## src/rtl/branch_predictor.sv

```systemverilog
// Fetch-stage branch predictor: instruction classifier, 2-bit PHT, circular RAS.
// Optional resolved/mispredict counters are built with BRANCH_PREDICTOR_STATS_EN.
module branch_predictor #(
  parameter int PC_WIDTH    = 32,
  parameter int PHT_BITS    = 6,
  parameter int RAS_DEPTH   = 4,
  parameter int LINK_OFFSET = 4
) (
  input  logic                clk,
  input  logic                reset_n,
  input  logic                lk_valid,
  input  logic [PC_WIDTH-1:0] lk_pc,
  input  logic [5:0]          lk_opcode,
  input  logic [4:0]          lk_rs,
  input  logic [4:0]          lk_rt,
  input  logic [5:0]          lk_funct,
  input  logic                upd_valid,
  input  logic [PC_WIDTH-1:0] upd_pc,
  input  logic                upd_taken,
  input  logic                upd_pred,
  output logic                pred_valid,
  output logic                pred_cf,
  output logic                pred_cond,
  output logic                pred_taken,
  output logic                pred_ret,
  output logic [PC_WIDTH-1:0] pred_target,
  output logic [31:0]         stat_cond,
  output logic [31:0]         stat_miss
);

  localparam int PHT_N = 1 << PHT_BITS;
  localparam int RP_W  = $clog2(RAS_DEPTH);
  localparam int OC_W  = RP_W + 1;

  localparam logic [5:0] OP_SPECIAL = 6'b000000;
  localparam logic [5:0] OP_REGIMM  = 6'b000001;
  localparam logic [5:0] OP_J       = 6'b000010;
  localparam logic [5:0] OP_JAL     = 6'b000011;
  localparam logic [5:0] OP_BEQ     = 6'b000100;
  localparam logic [5:0] OP_BNE     = 6'b000101;
  localparam logic [5:0] OP_BLEZ    = 6'b000110;
  localparam logic [5:0] OP_BGTZ    = 6'b000111;
  localparam logic [5:0] FN_JR      = 6'b001000;
  localparam logic [5:0] FN_JALR    = 6'b001001;

  logic is_j;
  logic is_jal;
  logic is_jr;
  logic is_jalr;
  logic is_bcc;
  logic is_rimm;

  always_comb begin
    is_j    = lk_opcode == OP_J;
    is_jal  = lk_opcode == OP_JAL;
    is_jr   = (lk_opcode == OP_SPECIAL) && (lk_funct == FN_JR);
    is_jalr = (lk_opcode == OP_SPECIAL) && (lk_funct == FN_JALR);
    is_bcc  = (lk_opcode == OP_BEQ)  || (lk_opcode == OP_BNE) ||
              (lk_opcode == OP_BLEZ) || (lk_opcode == OP_BGTZ);
    // BLTZ/BGEZ/BLTZAL/BGEZAL only: rt = x000y with x = link
    is_rimm = (lk_opcode == OP_REGIMM) &&
              (lk_rt[3:1] == 3'b000);
  end

  logic dec_unc;
  logic dec_cond;
  logic dec_push;
  logic dec_ret;

  always_comb begin
    dec_unc  = 1'b0;
    dec_cond = 1'b0;
    dec_push = 1'b0;
    dec_ret  = 1'b0;
    unique case (1'b1)
      is_j: dec_unc = 1'b1;
      is_jal: begin
        dec_unc  = 1'b1;
        dec_push = 1'b1;
      end
      is_jr: begin
        dec_unc = 1'b1;
        dec_ret = 1'b1;
      end
      is_jalr: begin
        dec_unc  = 1'b1;
        dec_push = 1'b1;
        dec_ret  = 1'b1;
      end
      is_bcc: dec_cond = 1'b1;
      is_rimm: begin
        dec_cond = 1'b1;
        dec_push = lk_rt[4];
      end
      default: ;
    endcase
  end

  logic push;
  logic pop;

  assign push = lk_valid && dec_push;
  assign pop  = lk_valid && dec_ret && (lk_rs == 5'd31);

  logic [1:0]          pht [PHT_N];
  logic [PHT_BITS-1:0] lk_idx;
  logic [PHT_BITS-1:0] upd_idx;
  logic [1:0]          upd_cur;
  logic [1:0]          upd_nxt;

  assign lk_idx  = lk_pc[PHT_BITS+1:2];
  assign upd_idx = upd_pc[PHT_BITS+1:2];
  assign upd_cur = pht[upd_idx];

  always_comb begin
    upd_nxt = upd_cur;
    if (upd_taken && upd_cur != 2'b11) begin
      upd_nxt = upd_cur + 2'b01;
    end else if (!upd_taken && upd_cur != 2'b00) begin
      upd_nxt = upd_cur - 2'b01;
    end
  end

  always_ff @(posedge clk or negedge reset_n) begin
    if (!reset_n) begin
      for (int i = 0; i < PHT_N; i++) begin
        pht[i] <= 2'b01;
      end
    end else if (upd_valid) begin
      pht[upd_idx] <= upd_nxt;
    end
  end

  logic [PC_WIDTH-1:0] ras [RAS_DEPTH];
  logic [RP_W-1:0]     ptr;
  logic [RP_W-1:0]     ptr_dn;
  logic [OC_W-1:0]     occ;
  logic [PC_WIDTH-1:0] link;
  logic [PC_WIDTH-1:0] top;
  logic                hit;

  assign ptr_dn = ptr - 1'b1;
  assign top    = ras[ptr_dn];
  assign hit    = pop && (occ != '0);
  assign link   = lk_pc + PC_WIDTH'(LINK_OFFSET);

  // ptr is the next free slot; a full push overwrites the oldest
  always_ff @(posedge clk or negedge reset_n) begin
    if (!reset_n) begin
      ptr <= '0;
      occ <= '0;
      for (int i = 0; i < RAS_DEPTH; i++) begin
        ras[i] <= '0;
      end
    end else if (hit && push) begin
      ras[ptr_dn] <= link;
    end else if (hit) begin
      ptr <= ptr_dn;
      occ <= occ - 1'b1;
    end else if (push) begin
      ras[ptr] <= link;
      ptr      <= ptr + 1'b1;
      if (occ != OC_W'(RAS_DEPTH)) begin
        occ <= occ + 1'b1;
      end
    end
  end

  always_ff @(posedge clk or negedge reset_n) begin
    if (!reset_n) begin
      pred_valid  <= 1'b0;
      pred_cf     <= 1'b0;
      pred_cond   <= 1'b0;
      pred_taken  <= 1'b0;
      pred_ret    <= 1'b0;
      pred_target <= '0;
    end else begin
      pred_valid  <= lk_valid;
      pred_cf     <= lk_valid && (dec_unc || dec_cond);
      pred_cond   <= lk_valid && dec_cond;
      pred_taken  <= lk_valid &&
                     (dec_unc || (dec_cond && pht[lk_idx][1]));
      pred_ret    <= hit;
      pred_target <= hit ? top : '0;
    end
  end

`ifdef BRANCH_PREDICTOR_STATS_EN
  logic [31:0] cond_q;
  logic [31:0] miss_q;

  always_ff @(posedge clk or negedge reset_n) begin
    if (!reset_n) begin
      cond_q <= '0;
      miss_q <= '0;
    end else if (upd_valid) begin
      cond_q <= cond_q + 32'd1;
      if (upd_taken != upd_pred) begin
        miss_q <= miss_q + 32'd1;
      end
    end
  end

  assign stat_cond = cond_q;
  assign stat_miss = miss_q;
`else
  assign stat_cond = '0;
  assign stat_miss = '0;
`endif

  logic unused_ok;
  assign unused_ok = ^{upd_pc[PC_WIDTH-1:PHT_BITS+2],
                       upd_pc[1:0], upd_pred};

endmodule

```

## config.mk

```make
export PLATFORM = sky130hd
export DESIGN_NAME = branch_predictor
export DESIGN_NICKNAME = d
export VERILOG_FILES = /design/src/rtl/branch_predictor.sv
export SDC_FILE = /design/constraint.sdc
export NUM_CORES = 1
export LEC_CHECK = 0
export ABC_AREA = 1
export BUFFER_PORTS_ARGS = -buffer_cell sky130_fd_sc_hd__clkbuf_2
export CORE_MARGIN = 2
export CORE_UTILIZATION = 50
export CTS_CLUSTER_DIAMETER = 100
export DETAILED_ROUTE_END_ITERATION = 6
export GPL_TIMING_DRIVEN = 0
export HOLD_SLACK_MARGIN = 0.15
export PLACE_DENSITY = 0.7
export REMOVE_ABC_BUFFERS = 1
export SKIP_CTS_REPAIR_TIMING = 1
export SLEW_MARGIN = 40
export SYNTH_ARGS = -nofsm -noshare
export SYNTH_HDL_FRONTEND = slang
export SYNTH_SLANG_ARGS = --single-unit
```

## constraint.sdc

```tcl
create_clock -name clk -period 3.8 [get_ports clk]
set_input_delay 0 -clock clk [delete_from_list [all_inputs] [get_ports clk]]
set_output_delay 0 -clock clk [all_outputs]
set_load 0.1 [all_outputs]
```

After elaboration in Yosys (flattened, before gate mapping)
Cells that the tools add are included.
Widths: inputs -> output; s select.
{"block": "op_classes", "n_reduce_logical": 37, "bitwise": 5, "magnitude_cmp": 7, "eq_ne": 13, "muxes": 33, "add_sub_neg": 7}
{"cell": "$bwmux 128", "count": 3}
{"cell": "$mux 128", "count": 3}
{"cell": "$mux 32", "count": 5}
{"cell": "$demux 32 s2", "count": 2}
{"cell": "$bmux 32 s2", "count": 1}
{"cell": "$add 32x3->32 const B", "count": 1}
{"cell": "$bmux 2 s6", "count": 2}
{"cell": "$eq 6x3->1 const B", "count": 4}
{"cell": "$mux 2", "count": 9}
{"cell": "$logic_and 1x1->1", "count": 17}
{"cell": "$ge 7x7->1 const B", "count": 2}
{"cell": "$not 6->7", "count": 2}
{"cell": "$demux 2 s6", "count": 1}
{"cell": "$eq 6x2->1 const B", "count": 2}
{"cell": "$eq 6x4->1 const B", "count": 2}
{"cell": "$mux 3", "count": 3}
{"cell": "$reduce_bool 2->1", "count": 4}
{"cell": "$lt 7x1->1 const B", "count": 1}
{"cell": "$eq 6x1->1 const B", "count": 1}
{"cell": "$ge 3x3->1 const B", "count": 2}
{"cell": "$logic_not 6->1", "count": 1}
{"cell": "$lt 3x1->1 const B", "count": 2}
{"cell": "$not 2->3", "count": 2}
{"cell": "$reduce_or 2->1", "count": 3}
{"cell": "18 further kinds", "count": 27}
{"block": "totals", "in_bits": 92, "reg_bits": 298, "elab_cells": 178}

Longest topological paths before layout
Gate-level depths: netlist (run 1).
{"block": "logic_depth", "depth_word": 10, "depth_mapped": 23, "mapped_depth_nobuf": 19}

Worst setup path after synthesis (run 1)
No wires, ideal clock.
{"block": "synth_path", "kind": "register to register", "startpoint": "reg ptr[0]", "endpoint": "reg ras[5] in the netlist's numbering", "period_less_slack_ns": 2.225, "stages_incl_launch_ff": 12, "arrival_time_ns": 2.089, "path_slack_ns": 1.575, "setup_time_ns": 0.135, "path_buffers": 4, "cell_sequence": "dfrtp_1 inv_1 clkbuf_1 clkbuf_1 ha_1 nand2_1 o21ai_1 nand3_1 buf_2 buf_2 nand2_1 o21ai_0"}
{"block": "synth_between", "word_cells_on_any_way": 18}
{"item": "start, declared", "line": "135", "source": "logic [RP_W-1:0] ptr;"}
{"item": "start signal, assigned", "line": "158", "source": "ptr <= ptr_dn;"}
{"item": "start signal, assigned", "line": "162", "source": "ptr <= ptr + 1'b1;"}
{"item": "$sub 2x1->2 *", "line": "142", "source": "assign ptr_dn = ptr - 1'b1;"}
{"item": "named net ptr_dn[0]", "line": "136", "source": "logic [RP_W-1:0] ptr_dn;"}
{"item": "$not 2->3 (implied by the code) *", "line": "156", "source": "ras[ptr_dn] <= link;"}
{"item": "$ge 3x3->1 (implied by the code) or $lt 3x1->1 (tied branches)", "line": "156"}
{"item": "$logic_and 1x1->1 (implied by the code)", "line": "156"}
{"item": "$mux 32 (implied by the code)", "line": "156"}
{"item": "$demux 32 s2 *", "line": "156"}
{"item": "$bwmux 128 *", "line": "156"}
{"item": "$mux 128 *", "line": "155", "source": "end else if (hit && push) begin"}
{"item": "end signal, assigned by index", "line": "156"}
{"item": "end signal, assigned by index", "line": "161", "source": "ras[ptr] <= link;"}
{"item": "end, declared", "line": "134", "source": "logic [PC_WIDTH-1:0] ras [RAS_DEPTH];"}
Mark *: on every way through the listed nets, which the timed path passes. The rest lies on a longest branch. The select of a mux whose other input is x is not followed.
A chain may end at the register's enable or synchronous reset.

Worst setup path after layout (run 1)
{"block": "layout_path", "startpoint": "in upd_pc[3]", "endpoint": "reg pht[105] in the netlist's numbering"}
{"block": "layout_between", "elab_chain_cells": 9, "word_cells_on_any_way": 18}
{"item": "start, declared", "line": "18", "source": "input logic [PC_WIDTH-1:0] upd_pc,"}
{"item": "$not 6->7 (implied by the code) *", "line": "113, 130"}
{"item": "parallel branches: the longest is 7 deep, another holds $sub 2x1->2"}
{"item": "$bwmux 128 *", "line": "130", "source": "pht[upd_idx] <= upd_nxt;"}
{"item": "end signal, assigned by index", "line": "130"}
{"item": "end, declared", "line": "105", "source": "logic [1:0] pht [PHT_N];"}
Every way passes the cells marked *. The select of a mux whose other input is x is not followed.

==> results of run 1 <==
[worst reg2reg max path: stages, from the launching register on]
cell     delay, ns
dfrtp_4       0.68
buf_12        0.26
inv_4         0.18
buf_12        0.26
ha_4          0.22
nand2_1       0.05
o21ai_1       0.49
nand3_4       0.32
buf_12        0.29
o21ai_0       0.24
[per-layer routing]
metal | global-route usage | vias to the layer above
met5 | 0 | -
met4 | 0.0867 | 0
met3 | 0.0403 | 115
met2 | 0.454 | 650
met1 | 0.364 | 7143
li1 | - | 7222
[where the power goes]
part           leakage [uW]  switching, uW  internal (uW)
clock              0.000512           1310           1800
sequential          0.00387            237           3570
combinational       0.00477           1530            582
[through the flow]
step / area [sq um] / worst slack, ns / instances
after floorplan: 15600 / -0.529 / 2154
after global placement: 16700 / -4.25 / 2696
after detailed placement: 17100 / -0.123 / 2710
after CTS: 18100 / 0.397 / 2772
after global routing: 18600 / 0.237 / 2818
final: 18600 / 0.316 / 2818
[how the worst min path moves through the flow]
stage	end	slack [ns]	depth (start not counted)
detailed placement	pred_target[0]$_DFF_PN0_	-0.12	1
finish	occ[2]$_DFFE_PN0P_	0.12	7
floorplan	occ[0]$_DFFE_PN0P_	-0.30	0
global route	occ[2]$_DFFE_PN0P_	0.18	7
CTS	ras[118]$_DFFE_PN0P_	-0.67	1
global placement	pred_valid$_DFF_PN0_	0.17	1
[state kept, by name, summed over array words and instances (netlist names)]
register and count:
pred_taken 1, pred_cf 1, pred_cond 1, pred_valid 1, ptr 2, pred_target 32
pred_ret 1, ras 128, occ 3, pht 128
[cell families after synthesis]
group	Yosys count	synth area share
other	1	0.000229
XOR/XNOR	30	0.0160
buffers and inverters	365	0.107
AND/OR/NAND/NOR	1283	0.321
flip-flops	298	0.460
AO/OA/AOI/OAI	272	0.0852
adder cells (fa/ha/maj)	13	0.0104
[final cells by class]
| class | instances | area [sq um] | area share |
|---|---|---|---|
| Clock buffer | 54 | 987 | 0.0531 |
| Clock inverter | 8 | 61.3 | 0.00330 |
| Multi-Input combinational cell | 1662 | 7420 | 0.399 |
| Inverter | 194 | 736 | 0.0396 |
| Tap cell | 442 | 553 | 0.0297 |
| Sequential cell | 298 | 7540 | 0.405 |
| Timing Repair Buffer | 160 | 1300 | 0.0698 |
[synth_stat cells, drive strengths merged]
cell type,count,area share
a21oi,57,0.017
a22oi,2,0.00092
a31oi,1,0.00038
buf,124,0.052
clkbuf,47,0.011
clkinv,3,0.00069
conb,1,0.00023
dfrtp,234,0.36
dfstp,64,0.10
fa,1,0.0012
ha,12,0.0092
inv,191,0.044
nand2,759,0.18
nand3,185,0.057
nand3b,1,0.00046
nand4,41,0.016
nor2,255,0.059
nor3,31,0.0095
nor4,4,0.0015
o211ai,7,0.0032
o21ai,202,0.062
o221ai,3,0.0016
or2,6,0.0023
or3,1,0.00038
xnor2,14,0.0075
xor2,16,0.0086
[layout by cell type (no fill, tap or decap), types with 6 or more instances in the layout]
cell,Yosys,routed
dfstp_2,64,64
inv_1,189,185
o211ai_1,7,7
xnor2_1,14,14
clkbuf_1,47,15
xor2_1,16,16
dlygate4sd3_1,0,46
ha_1,12,11
conb_1,1,64
nand4_1,41,41
o21ai_0,188,188
clkbuf_8,0,6
nor2_1,251,250
nand3_1,184,180
dfrtp_1,234,233
a21oi_1,57,57
buf_12,0,9
clkbuf_16,0,35
clkbuf_2,0,97
nor3_1,31,31
o21ai_1,14,14
nand2_1,755,753
==> impl_metrics.json, run 1 <==
{
  "die_w_microns": 185,
  "dp.final_hpwl_microns": 28500,
  "dr.pass1.iters": 5,
  "drive_gt1_frac": 0.106,
  "path_buf_inv": 4,
  "fin_skew_ns": 0.0169,
  "cts_num_sinks": 298,
  "viasPerCell": 5.37,
  "core_area_sq_um": 32400,
  "rows": 66,
  "crit_path_end_kind": "flip-flop",
  "tightestPinTransition_ns": 0.909,
  "drt-wirelength-per-cell_microns": 16.7,
  "cts_tree": "done",
  "first_iter_violations": 1500,
  "holdWs_ns": 0.118,
  "peakVddDrop_mv": 0.399,
  "ant_nets": 0,
  "crit_start": "upd_pc[3]",
  "antenna_found_initial": 0,
  "cts-buffers-inserted": 34,
  "r2r_cells": 9,
  "status": "complete, no violations",
  "cts_root_buf": "clkbuf_16",
  "start_kind": "input port",
  "fillers": 3004,
  "fin_crit_ns": 3.48,
  "p_leak_uw": 0.00914,
  "area_growth_pct": 13.5,
  "dr_total_vias": 15100,
  "cp_data_required_time_ns": 4.20,
  "hp-start": "lk_funct[1]",
  "met3_length_microns": 3830,
  "crit_family": "simple AND/OR/NAND/NOR gates",
  "drc": 0,
  "dieArea_sq_um": 34200,
  "slew_headroom": 0.390,
  "max_stage_delay_ns": 0.70,
  "start_util": 0.506,
  "num_antenna_cells": 0,
  "fin_nets": 2455,
  "ys_seq_elements": 298,
  "drv_cap": 0,
  "arrival_ns": 3.89,
  "die_h_microns": 185,
  "path_max_fanout": 64,
  "final_hold_viol_count": 0,
  "crit_path_frequent_cell": "nand2_1",
  "max_freq_mhz": 287,
  "io_pins": 193,
  "drv_slew": 0,
  "setup_viol": 0,
  "yosysWarningCount": 0,
  "clk_pin_slew_ns": 0.05,
  "grt_overflow_total": 0,
  "synth_cells": 2262,
  "grt_max_degree": 73,
  "path_cells": "clkbuf_2 -> inv_2 -> nor2_2 -> nand3_1 -> nand2_1 -> o21ai_0 -> nand2_1 -> nor2_1 -> nand2_1 -> inv_1 -> ha_1 -> inv_1 -> a21oi_1 -> nand2_8 -> nand3_1 -> nand2_1",
  "routabilityCongestion": 0.900,
  "fin_util": 0.575,
  "avgSynthCellArea_sq_um": 7.24,
  "min_path_type": "input port to flip-flop",
  "htreeDepth": 2,
  "r2r_slack_ns": 0.72,
  "r2r_end": "ras[0]$_DFFE_PN0P_",
  "setup_tns_ns": 0,
  "grt_pass1_vias": 14200,
  "worstSetupPathType": "input port to flip-flop",
  "finalWirelength_microns": 47200,
  "grt_pass1_wl_microns": 73500,
  "syn_area_sq_um": 16400,
  "rsz0062_at_grt": "no",
  "critPathSlowestCell": "nor2_2",
  "crit_end": "pht[105]$_DFFE_PN0P_",
  "routed.top_layer": "met4",
  "p_per_area_nw_per_um2": 486,
  "finalCritPeriodShare": 0.917,
  "wl_met1_microns": 19600,
  "synth.yosys.seq_area_share": 0.460,
  "met2_length_microns": 22300,
  "insertion_delay_ns": 0.52,
  "fin_total_pwr_uw": 9030,
  "grt_usage": 0.271,
  "numPortBuffers": 100,
  "r2r-start": "ptr[0]$_DFFE_PN0P_",
  "clockBufferDepth": 3,
  "worstSetupPathDepth": 16,
  "yosysUniqueCellTypes": 38
}
(Power assumes the default switching activity.)
==> run 2, diff against run 1 <==
--- a/config.mk
+++ b/config.mk
@@ -5,7 +5,6 @@
 export SDC_FILE = /design/constraint.sdc
 export NUM_CORES = 1
 export LEC_CHECK = 0
-export ABC_AREA = 1
 export BUFFER_PORTS_ARGS = -buffer_cell sky130_fd_sc_hd__clkbuf_2
 export CORE_MARGIN = 2
 export CORE_UTILIZATION = 50
==> impl_metrics.json, run 2 <==
{
  "antenna_found_initial": 0,
  "start_util": 0.508,
  "slew_headroom": 0.392,
  "largestRegisters": "pht: 128 flops, ras: 128 flops, pred_target: 32 flops",
  "path_max_fanout": 34,
  "synth-async-reset-ratio": 1.00,
  "start_kind": "flip-flop",
  "dp.final_hpwl_microns": 25100,
  "final_hold_viol_count": 0,
  "fin_crit_ns": 3.67,
  "critPathSlowestCell": "or4_4",
  "dieArea_sq_um": 32600,
  "grt_overflow_total": 0,
  "cp_data_required_time_ns": 4.24,
  "mostFrequentLayoutCells": "dfrtp_1 (233), nand2_1 (217), o21ai_0 (179)",
  "power_switching_uw": 3010,
  "dp_cells": 1956,
  "combPwrFrac": 0.233,
  "status": "complete, no violations",
  "cts_num_sinks": 298,
  "syn_area_sq_um": 15600,
  "synth_edf_count": 0,
  "fillers": 2488,
  "htreeDepth": 2,
  "io_pins": 193,
  "cts-buffers-inserted": 35,
  "ant_nets": 0,
  "cts_tree": "done",
  "clk_pin_slew_ns": 0.06,
  "finalWirelength_microns": 38600,
  "num_antenna_cells": 0,
  "crit_path_frequent_cell": "or4_4",
  "grt_max_degree": 69,
  "instances_no_fill": 2074,
  "p_per_area_nw_per_um2": 538,
  "max_freq_mhz": 273,
  "yosysWarningCount": 0,
  "core_area_sq_um": 30700,
  "synthFlopType": "dfrtp_1",
  "yosysMostFrequentCell": "dfrtp_1",
  "synth_area_leaders": "dfrtp_1 (38%), dfstp_2 (11%), mux4_2 (8.4%)",
  "drt-wirelength-per-cell_microns": 18.6,
  "viasPerCell": 5.69,
  "switching_share": 0.305,
  "rows": 64,
  "seqPwrFrac": 0.408,
  "yosysTopAreaCell": "dfrtp_1",
  "min_path_type": "input port to async pin",
  "yosysUniqueCellTypes": 63,
  "tightestPinTransition_ns": 0.910,
  "synth_cells": 1527,
  "clockBufferDepth": 3,
  "synth.yosys.seq_area_share": 0.484,
  "drv_slew": 0,
  "synth_top_area_share": 0.376,
  "drv_cap": 0,
  "area_growth_pct": 17.5,
  "holdWs_ns": 0.147,
  "numPortBuffers": 100,
  "avgSynthCellArea_sq_um": 10.2,
  "ys_seq_elements": 298,
  "dr.pass1.iters": 7,
  "cts_root_buf": "clkbuf_16",
  "insertion_delay_ns": 0.53,
  "drc": 0,
  "path_cells": "mux2i_1 -> mux4_2 -> a21oi_1 -> or4_4 -> nor3_1 -> inv_1 -> ha_1 -> mux2_2 -> or4_4 -> buf_12 -> a31oi_2",
  "drive_gt1_frac": 0.241,
  "final_common_cell": "dfrtp_1",
  "p_leak_uw": 0.00786,
  "die_w_microns": 181,
  "routabilityCongestion": 0.854,
  "synth_common_cells": "dfrtp_1 (234), nand2_1 (217), o21ai_0 (180)",
  "dr_total_vias": 11800,
  "worstSetupPathType": "flip-flop to flip-flop",
  "grt_usage": 0.233,
  "first_iter_violations": 956,
  "grt_pass1_vias": 11800,
  "fin_nets": 1756,
  "die_h_microns": 181,
  "p_clk_frac": 0.360,
  "peakVddDrop_mv": 0.397,
  "fin_skew_ns": 0.0157,
  "grt_pass1_wl_microns": 62200,
  "setup_viol": 0,
  "finalCritPeriodShare": 0.965,
  "arrival_ns": 4.11,
  "max_stage_delay_ns": 0.64,
  "intPower_uw": 6850,
  "crit_path_end_kind": "flip-flop"
}
==> run 2: cell count changes in the layout (fill, tap and decap cells not counted), moves of 32 or more <==
cell     change
nor2b_1     +41
o22ai_1     +32
mux2i_1     +32
nand2_1    -536
mux4_2      +58
nand3_1    -153
nand4_1     -33
inv_1      -141
a31oi_2     +40
nor2_1      -97
a21oi_1     -48
==> run 2: path summary, 6_finish.rpt <==
| kind | depth (start not counted) | slack, ns | startpoint | end |
|---|---|---|---|---|
| min in group clk | 4 | 0.20 | upd_pc[7] | pht[3]$_DFFE_PN0P_ |
| min | 2 | 0.15 | reset_n | pht[56]$_DFFE_PN1P_ |
| max reg2reg | 11 | 0.13 | pht[20]$_DFFE_PN1P_ | pht[86]$_DFFE_PN1P_ |
| min reg2reg | 2 | 0.48 | ras[119]$_DFFE_PN0P_ | ras[119]$_DFFE_PN0P_ |
| max | 11 | 0.13 | pht[20]$_DFFE_PN1P_ | pht[86]$_DFFE_PN1P_ |
| max in group asynchronous | 4 | 2.89 | reset_n | pht[14]$_DFFE_PN1P_ |
==> run 2: power groups by stage <==
| stage | registers (uW) | logic (uW) | clock network, uW |
|---|---|---|---|
| finish | 4020 | 2290 | 3550 |
| detailed placement | 4060 | 2220 | 0 |
| CTS | 4020 | 2230 | 3600 |
| global placement | 4110 | 1980 | 0 |
| floorplan | 4020 | 1530 | 0 |
| global route | 4080 | 2490 | 3730 |
==> run 2: worst max-delay path: cells and delay by family (launching register included) <==
family	cells	cell delay (ns)
buffers and inverters	2	0.32
AO/OA/AOI/OAI	2	0.31
multiplexers	3	0.81
AND/OR/NAND/NOR	3	1.50
adder cells (fa/ha/maj)	1	0.24
flip-flops	1	0.37
==> run 2: cells by family after synthesis <==
kind of cell,synth area share
other cells,0.000241
fa+ha+maj,0.0109
simple gates,0.151
flops,0.484
mux,0.118
xor+xnor,0.0174
compound gates,0.146
buf+inv,0.0734
==> run 2: cell type report <==
cell class | count | area, sq um | share of cell area
clock buffer | 49 | 998 | 0.0545
multi-input combinational | 1080 | 7260 | 0.396
inverter | 45 | 169 | 0.00922
tap | 396 | 495 | 0.0271
clock inverter | 15 | 240 | 0.0131
sequential | 298 | 7540 | 0.412
timing repair buffer | 191 | 1610 | 0.0880
==> run 2: metrics by stage <==
step	util	total power, uW	TNS (ns)	setup slack (ns)	area [sq um]
after floorplan	-	5550	-360.98	-2.57	14800
after global placement	0.516	6090	-2076.30	-6.06	15800
after detailed placement	0.538	6280	-21.97	-0.433	16500
after CTS	0.579	9850	-0.00700	-0.00700	17700
after global routing	0.597	10300	-0.00322	-0.00322	18300
final	0.597	9860	0	0.135	18300
==> run 2: routing by layer <==
| metal | part of all wire | track usage |
|---|---|---|
| met1 | 0.42 | 0.313 |
| met2 | 0.50 | 0.392 |
| met3 | 0.058 | 0.0342 |
| met4 | 0.029 | 0.0774 |
| met5 | 0 | 0 |
